## src/rtl/sltu.sv

```systemverilog
// Unsigned set-less-than for the execute stage: combinational A<B via a borrow
// chain, plus a registered zero-extended result with a one-cycle valid strobe.
module sltu #(
  parameter int WIDTH = 64
) (
  input  logic             clk,
  input  logic             rst_n,
  input  logic             in_valid,
  input  logic [WIDTH-1:0] A,
  input  logic [WIDTH-1:0] B,
  output logic [WIDTH-1:0] Y,
  output logic             out_valid,
  output logic             lt_comb
);

  logic [WIDTH:0] w_borrow;
  logic           r_lt;
  logic           r_out_valid;

  // Ripple borrow of A - B; the borrow out of the MSB is set exactly when A < B.
  assign w_borrow[0] = 1'b0;

  for (genvar i = 0; i < WIDTH; i++) begin : g_borrow
    assign w_borrow[i+1] = (~A[i] & B[i]) | (~(A[i] ^ B[i]) & w_borrow[i]);
  end

  assign lt_comb = w_borrow[WIDTH];

  // Result bit only loads on in_valid, so undriven operands while idle never reach Y.
  always_ff @(posedge clk or negedge rst_n) begin
    if (!rst_n) begin
      r_lt        <= 1'b0;
      r_out_valid <= 1'b0;
    end else begin
      r_out_valid <= in_valid;
      if (in_valid) begin
        r_lt <= w_borrow[WIDTH];
      end
    end
  end

  assign Y         = {{(WIDTH-1){1'b0}}, r_lt};
  assign out_valid = r_out_valid;

endmodule

```

## config.mk

```make
export PLATFORM = sky130hd
export DESIGN_NAME = sltu
export DESIGN_NICKNAME = d
export VERILOG_FILES = /design/src/rtl/sltu.sv
export SDC_FILE = /design/constraint.sdc
export NUM_CORES = 1
export LEC_CHECK = 0
export CAP_MARGIN = 20
export CORE_MARGIN = 3
export CORE_UTILIZATION = 29
export DETAILED_ROUTE_END_ITERATION = 10
export PLACE_DENSITY = 0.79
export SETUP_SLACK_MARGIN = 0.15
export SKIP_LAST_GASP = 1
export SYNTH_ARGS = -nofsm -noshare
export SYNTH_HDL_FRONTEND = slang
export SYNTH_SLANG_ARGS = --single-unit
```

## constraint.sdc

```tcl
create_clock -name clk -period 2.18 [get_ports clk]
set_input_delay 0.436 -clock clk [delete_from_list [all_inputs] [get_ports clk]]
set_output_delay 0.436 -clock clk [all_outputs]
set_load 0.02 [all_outputs]
```

==> After elaboration in Yosys (flattened, before gate mapping) <==
Cells that the tools add are included.
{ "op_classes": {"bitwise_logic": 380} }
{ "op_table": {"columns": ["operator", "count"], "rows": [
  ["$and A1 B1 Y1", 127],
  ["$not A1 Y1", 127],
  ["$or A1 B1 Y1", 63],
  ["$xor A1 B1 Y1", 63]
]} }
{ "totals": {"ff_bits": 2, "input_bits": 131, "output_inout_bits": 66, "elab_cells": 382} }

==> Logic depth before layout (Yosys ltp) <==
Gate-level depths: netlist of run 1.
{ "logic_depth": {"depth_word": 128, "ltp_mapped": 8, "ltp_nobuf": 8} }

==> Worst setup path after synthesis of run 1 <==
No wires, ideal clock.
{ "synth_timing": {"path_type": "input -> output", "from": "in A[4]", "to": "out lt_comb", "t_arrival_ns": 1.922, "path_slack_ns": -0.178, "path_stages": 8, "path_buffers": 0, "path_cell_list": "inv_1 ha_1 a21o_1 a2111oi_2 o21ai_1 a21o_1 a211oi_2 o21ai_1"} }
{ "synth_via": {"elab_chain_len": 122} }
{ "synth_rtl": {"columns": ["item", "line_no", "rtl"], "rows": [
  ["start: declaration", "9", "input logic [WIDTH-1:0] A,"],
  ["$xor A1 B1 Y1", "24", "assign w_borrow[i+1] = (~A[i] & B[i]) | (~(A[i] ^ B[i]) & w_borrow[i]);"],
  ["$not A1 Y1", "24", null],
  ["$and A1 B1 Y1", "24", null],
  ["$or A1 B1 Y1 *", "24", null],
  ["$and A1 B1 Y1 *", "24", null],
  ["$or A1 B1 Y1 *", "24", null],
  ["$and A1 B1 Y1 *", "24", null],
  ["$or A1 B1 Y1 *", "24", null],
  ["[... 106 more ...]", null, null],
  ["$and A1 B1 Y1 *", "24", null],
  ["$or A1 B1 Y1 *", "24", null],
  ["$and A1 B1 Y1 *", "24", null],
  ["$or A1 B1 Y1 *", "24", null],
  ["$and A1 B1 Y1 *", "24", null],
  ["$or A1 B1 Y1 *", "24", null],
  ["$and A1 B1 Y1 *", "24", null],
  ["$or A1 B1 Y1 *", "24", null],
  ["end: declaration", "13", "output logic lt_comb"]
]} }
Mark *: on every way between the ends. The rest lies on a longest branch, timed or not.

==> Worst setup path after layout of run 1 <==
{ "layout_timing": {"from": "in A[40]", "to": "out lt_comb"} }
{ "layout_via": {"elab_chain_len": 50} }
{ "layout_rtl": {"columns": ["item", "line_no"], "rows": [
  ["$xor A1 B1 Y1", "24"],
  ["$not A1 Y1", "24"],
  ["$and A1 B1 Y1", "24"],
  ["$or A1 B1 Y1 *", "24"],
  ["$and A1 B1 Y1 *", "24"],
  ["$or A1 B1 Y1 *", "24"],
  ["$and A1 B1 Y1 *", "24"],
  ["$or A1 B1 Y1 *", "24"],
  ["[... 34 more ...]", null],
  ["$and A1 B1 Y1 *", "24"],
  ["$or A1 B1 Y1 *", "24"],
  ["$and A1 B1 Y1 *", "24"],
  ["$or A1 B1 Y1 *", "24"],
  ["$and A1 B1 Y1 *", "24"],
  ["$or A1 B1 Y1 *", "24"],
  ["$and A1 B1 Y1 *", "24"],
  ["$or A1 B1 Y1 *", "24"]
]} }
Marked as above.

==> out/qor.csv, run 1 <==
stage,metric,value,unit
clock_network,CTS max path bufs,2,
grt,largest net degree at the start of global routing,4,
grt,Overflow after GRT,0,
route,wire per inst,14.3,um
sta,RSZ-0062 raised after global routing,yes,
clock_network,H-tree depth,1,
route,met3 wire length,750,um
floorplanning,# rows,30,
route,WL final,7870,um
critical_path,Max stage delay on crit path,320,ps
clock_network,CTS root buf,clkbuf_8,
critical_path,worst endpoint data arrival time,2120,ps
sta,endpoints failing setup,2,
logic_synthesis,Cells after Synth,282,
grt,vias in the first global route,2594,
finish,Util after Layout,0.639,
outcome,status,"complete, but fails checks",
place,placed inst area,3700,um2
route,Post-route DRC,0,
logic_synthesis,yosys warns,0,
critical_path,r2r worst-path depth,3,
floorplanning,Initial Utilization,0.310,
logic_synthesis,Synth Register Bits,2,
sta,"Min Clock Period, post-route",2550,ps
clock_network,clk slew on worst S/H paths,30,ps
critical_path,Required @ worst endpoint,1740,ps
power,Leak,2.26,nW
sta,Tcrit/Tclk final,1.17,
route,Metal-1 WL,2670,um
critical_path,CP bufs+invs,5,
place,half-perimeter wire length after placement,6210,um
clock_network,# hold bufs at CTS,0,
finish,FILL cells,577,
finish,Final nets,651,
clock_network,CTS tree,done,
critical_path,Worst Setup End Kind,output pin,
logic_synthesis,post-synthesis cell type count,30,
grt,total track usage,0.165,
floorplanning,die area,8570,um2
critical_path,crit-path leading delay family,compound AO/OA/AOI/OAI gates,
grt,first-pass GRT wire length,11400,um
route,ANT nets after route,0,
route,DR vias/cell,4.38,
outcome,violated checks,setup timing,
run,max-cap viol count,0,
sta,Max Slew Vio Count,0,
finish,ANT cells,0,
critical_path,Reg-to-Reg Start,r_lt,
clock_network,CTS sink count,2,
critical_path,Worst Setup Start Kind,input pin,
floorplanning,total core area,7020,um2
floorplanning,Die Span Y,92.6,um
worst_hold_path,HP Class,input pin to async pin,
finish,area grow syn2layout,106,%
route,initial DRC count,50,
clock_network,worst skew pair latency,210,ps
logic_synthesis,syn_area_per_cell,7.71,um2
finish,area of the multi-input gates,2480,um2
finish,layout cells sized above 1,0.448,
place,Port Buffer Count,133,
finish,Register Area,50.0,um2
floorplanning,die width,92.6,um
finish,post-route cell area,4480,um2
place,routability cong.,0.712,
sta,"Worst Setup Slack, final",-374,ps
logic_synthesis,"Cell Area, Synth",2170,um2
sta,final setup skew,0,ps
critical_path,slowest CP cell,a2111oi_4,
power,Max VDD drop,166,uV
critical_path,cells along the critical path,dlygate4sd2_1 -> inv_2 -> ha_4 -> inv_2 -> o21ai_4 -> a211oi_4 -> buf_4 -> a2111oi_4 -> o21ai_2 -> o21ai_2 -> buf_6,
logic_synthesis,sequential area share after synthesis,0.0230,
critical_path,Critical R2R Capture,r_lt,
critical_path,Reg2Reg Setup Slack,1330,ps
critical_path,worst-path maximum fanout,2,
critical_path,critical path class,input pin to output pin,
sta,Fin. Hold Viols,0,
route,Max Used Layer,met4,
floorplanning,number of I/O pins,197,
sta,max frequency,392,MHz
power,cell area power density,247,nW/um2
route,vias post-DR,2416,
route,first-pass detailed-route iteration total,5,
route,wire length on met2,4410,um
grt,initial antenna violation count,0,
sta,setup TNS,-596,ps
clock_network,CTS buffer count,3,
[report_power, final]
group | internal [W] | switching, W | total (W)
logic | 0.000473 | 0.000444 | 0.000917
clock network | 0.000117 | 0.0000315 | 0.000148
registers | 0.0000411 | 0.00000226 | 0.0000434
[logic make-up after synthesis]
kind of cell / Yosys count / synth area share
and+or+nand+nor: 23 / 0.0576
adders and majority gates: 63 / 0.363
AOI/OAI and AO/OA: 60 / 0.215
buffers and inverters: 133 / 0.340
DFF: 2 / 0.0230
other: 1 / 0.00173
[synth_stat cells (all sizes together)]
library cell   n  area (um2)
a2111oi        7        86.3
a211oi         5        55.1
a21o           9        67.6
a21oi          8        40.0
a32oi          1        8.76
and2b          1        7.51
and4b          1        10.0
buf           64         480
conb           1        3.75
dfrtp          2        50.1
ha            63         788
inv           69         259
nand2          3        11.3
nand3          8        40.0
nor2           3        11.3
nor2b          1        6.26
nor3           3        15.0
nor4           2        12.5
o2111ai        6        52.6
o211ai         2        15.0
o21a           8        60.1
o21ai         12        63.8
o221ai         1        8.76
o41ai          1        8.76
or3            1        11.3
[layout by cell type, fill, tap and decap left out, types with 7 or more instances in the layout]
cell,n
a2111oi_4,7
a21o_1,9
buf_4,37
clkbuf_2,15
clkdlybuf4s15_1,29
clkdlybuf4s50_1,8
conb_1,63
dlygate4sd2_1,50
dlymetal6s2s_1,19
ha_1,10
ha_2,16
ha_4,37
inv_1,32
inv_2,34
o21a_1,8
[cell type report]
type / count / area share
clock buffer: 3 / 0.00921
inverter: 69 / 0.0600
multi-input combinational: 209 / 0.554
sequential: 2 / 0.0112
tap: 96 / 0.0268
timing repair buffer: 172 / 0.339
[repair_timing]
action / 4_1_cts / 5_1_grt
cloned: 0 / 0
resized for setup: 260 / 99
buffers inserted: 12 / 2
pin swaps: 93 / 74
endpoints found under the setup margin: 2 / 2
[per-stage QoR]
stage                     worst slack [ps]  power, W  hold WS [ps]  instances
after floorplan                       14.9  0.000482           140        344
after global placement               -1230  0.000742           572        534
after detailed placement             -1270  0.000761           606        534
after CTS                             -456   0.00104           392        549
after global routing                  -432   0.00119           398        551
final                                 -374   0.00111           388        551
[per-layer routing]
| metal | GRT usage | vias up |
|---|---|---|
| li1 | - | 1182 |
| met1 | 0.155 | 1104 |
| met2 | 0.351 | 125 |
| met3 | 0.0447 | 5 |
| met4 | 0.0223 | 0 |
| met5 | 0 | - |
[how the worst max path moves through the flow]
stage	start	endpoint	slack, ps	depth (start not counted)
CTS	A[4]	lt_comb	-460	10
floorplan	B[9]	lt_comb	10	7
global placement	A[42]	lt_comb	-1230	10
global route	A[40]	lt_comb	-430	11
finish	A[40]	lt_comb	-370	11
detailed placement	A[19]	lt_comb	-1270	10
[state kept, by name (all words and copies together) (netlist names)]
name and flops:
out_valid 1, r_lt 1
No activity file was read; power rests on OpenSTA's default activity.
==> run 2, diff against run 1 <==
--- a/config.mk
+++ b/config.mk
@@ -12,6 +12,7 @@
 export PLACE_DENSITY = 0.79
 export SETUP_SLACK_MARGIN = 0.15
 export SKIP_LAST_GASP = 1
+export SLEW_MARGIN = 20
 export SYNTH_ARGS = -nofsm -noshare
 export SYNTH_HDL_FRONTEND = slang
 export SYNTH_SLANG_ARGS = --single-unit
==> results of run 2 <==
Final layout, timing and power as in run 1 (identical DEF).
==> run 3, diff against run 2 <==
--- a/config.mk
+++ b/config.mk
@@ -7,9 +7,9 @@
 export LEC_CHECK = 0
 export CAP_MARGIN = 20
 export CORE_MARGIN = 3
-export CORE_UTILIZATION = 29
+export CORE_UTILIZATION = 35
 export DETAILED_ROUTE_END_ITERATION = 10
-export PLACE_DENSITY = 0.79
+export PLACE_DENSITY = 0.9
 export SETUP_SLACK_MARGIN = 0.15
 export SKIP_LAST_GASP = 1
 export SLEW_MARGIN = 20
==> constraint.sdc (replaced) <==
create_clock -name clk -period 3.1 [get_ports clk]
set_input_delay 0.62 -clock clk [delete_from_list [all_inputs] [get_ports clk]]
set_output_delay 0.62 -clock clk [all_outputs]
set_load 0.02 [all_outputs]
==> run 3 against run 2 <==
Against the previous run:
- the flow now finishes without violations
- clock power shrank 30%
- combinational power down 34%
- register-to-register slack better by 940 ps
- cell count shrank 4.2%
- core utilization rose by 7.3 points
- cell area decreased by 5.4%
- total power shrank 33%
- critical path depth is 1 lower
- via count shrank 0.37%
- wire length is 0.93% higher
- largest power group unchanged
==> out/qor.csv, run 3 (synthesis results as in run 1) <==
stage,metric,value,unit
outcome,status,"finished, final reports clean",
worst_hold_path,HP Class,input pin to async pin,
sta,final setup skew,0,ps
critical_path,Reg-to-Reg Start,r_lt,
clock_network,CTS buffer count,3,
run,max-cap viol count,0,
critical_path,Required @ worst endpoint,2480,ps
sta,max frequency,334,MHz
sta,Max Slew Vio Count,0,
sta,"Min Clock Period, post-route",2990,ps
finish,FILL cells,459,
floorplanning,number of I/O pins,197,
critical_path,Worst Setup End Kind,output pin,
critical_path,cells along the critical path,dlygate4sd2_1 -> inv_2 -> ha_4 -> and4b_1 -> a211oi_2 -> o21ai_1 -> a21o_1 -> a211oi_4 -> o21ai_2 -> buf_6,
power,total power,0.000741,W
critical_path,crit-path leading delay family,compound AO/OA/AOI/OAI gates,
critical_path,critical path class,input pin to output pin,
route,first-pass detailed-route iteration total,4,
route,vias post-DR,2407,
clock_network,clk slew on worst S/H paths,30,ps
clock_network,CTS sink count,2,
power,cell area power density,175,nW/um2
finish,ANT cells,0,
floorplanning,die area,7190,um2
route,wire per inst,15.0,um
sta,Fin. Hold Viols,0,
finish,layout cells sized above 1,0.384,
clock_network,CTS max path bufs,2,
critical_path,CP bufs+invs,3,
critical_path,slowest CP cell,a211oi_4,
route,Post-route DRC,0,
route,DR vias/cell,4.56,
clock_network,worst skew pair latency,210,ps
sta,RSZ-0062 raised after global routing,yes,
finish,fin cells,528,
critical_path,worst endpoint data arrival time,2370,ps
place,dpl cells,514,
route,WL final,7940,um
place,routability cong.,0.881,
grt,first-pass GRT wire length,12300,um
critical_path,Max stage delay on crit path,310,ps
place,Port Buffer Count,133,
grt,largest net degree at the start of global routing,4,
sta,Tcrit/Tclk final,0.966,
finish,most frequent cells in the layout,"dlygate4sd2_1 (64), conb_1 (63), inv_1 (37), clkdlybuf4s15_1 (37), buf_4 (37)",
critical_path,worst-path maximum fanout,2,
critical_path,Critical R2R Capture,r_lt,
power,Max VDD drop,138,uV
route,ANT nets after route,0,
route,initial DRC count,28,
clock_network,H-tree depth,1,
power,Leak,2.08,nW
grt,total track usage,0.211,
sta,setup TNS,0,ps
grt,initial antenna violation count,0,
finish,Final nets,649,
finish,"most common cell after layout, fill and taps aside",dlygate4sd2_1,
critical_path,Worst Setup Start Kind,input pin,
place,half-perimeter wire length after placement,5920,um
floorplanning,Die Span Y,84.8,um
grt,Overflow after GRT,0,
floorplanning,# rows,28,
critical_path,Reg2Reg Setup Slack,2270,ps
clock_network,CTS root buf,clkbuf_8,
critical_path,r2r worst-path depth,3,
clock_network,# hold bufs at CTS,0,
finish,area grow syn2layout,95.0,%
floorplanning,die width,84.8,um
floorplanning,Initial Utilization,0.365,
sta,endpoints failing setup,0,
floorplanning,total core area,5960,um2
clock_network,CTS tree,done,
grt,vias in the first global route,2645,
run 3: cell count changes in the layout (fill, tap and decap cells not counted), sizes merged:
| cell | previous run | this run |
|---|---|---|
| clkbuf | 18 | 9 |
| clkdlybuf4s15 | 31 | 37 |
| clkdlybuf4s50 | 8 | 15 |
| buf | 49 | 48 |
| dlymetal6s2s | 19 | 0 |
| dlygate4sd2 | 50 | 64 |
run 3: area by class of cell:
| class | instances | area [um2] | share of cell area |
|---|---|---|---|
| multi-input combinational | 209 | 2340 | 0.553 |
| timing repair buffer | 170 | 1450 | 0.342 |
| sequential | 2 | 50.0 | 0.0118 |
| clock buffer | 3 | 41.3 | 0.00974 |
| inverter | 69 | 259 | 0.0611 |
| tap | 75 | 93.8 | 0.0221 |
run 3: report_power, final:
| part | switching (W) | internal, W | total [W] | leakage, nW |
|---|---|---|---|---|
| Clock | 0.0000217 | 0.0000822 | 0.000104 | 0.0216 |
| Combinational | 0.000297 | 0.000310 | 0.000607 | 2.03 |
| Sequential | 0.00000106 | 0.0000289 | 0.0000300 | 0.0245 |
| Total | 0.000319 | 0.000421 | 0.000741 | 2.08 |
run 3: worst max path at each step:
stage | startpoint | endpoint | slack, ps | depth (start not counted)
final | A[2] | lt_comb | 110 | 10
after global routing | B[13] | lt_comb | 20 | 9
after CTS | A[29] | lt_comb | 150 | 10
after detailed placement | A[14] | lt_comb | -770 | 10
after global placement | A[29] | lt_comb | -740 | 10
after floorplan | A[4] | lt_comb | 370 | 8
run 3: per-layer routing:
layer | routed length (um) | vias to the layer above | global-route usage
met1 | 2560 | 1084 | 0.200
li1 | - | 1173 | -
met5 | 0 | - | 0
met2 | 4490 | 130 | 0.435
met4 | 209 | 0 | 0.0633
met3 | 683 | 20 | 0.0520
run 3: stage by stage:
step / worst slack (ps) / area (um2) / hold slack (ps) / util
after CTS: 150 / 4170 / 581 / 0.700
after global routing: 15.9 / 4240 / 581 / 0.712
after detailed placement: -767 / 3550 / 587 / 0.595
final: 105 / 4240 / 580 / 0.712
after global placement: -735 / 3550 / 580 / 0.595
after floorplan: 374 / 2410 / 324 / -
run 3: worst register-to-register path, cell delays in order (launching register included):
cell and delay, ps:
dfrtp_1 360, and2b_1 160, a21oi_1 110, o21ai_1 70
run 3: what timing repair did:
action / 4_1_cts / 5_1_grt
endpoints found under the hold margin: 0 / 0
pin swaps: 110 / 13
setup endpoints to repair: 1 / 1
setup buffers: 7 / 4
gates resized for setup: 298 / 30
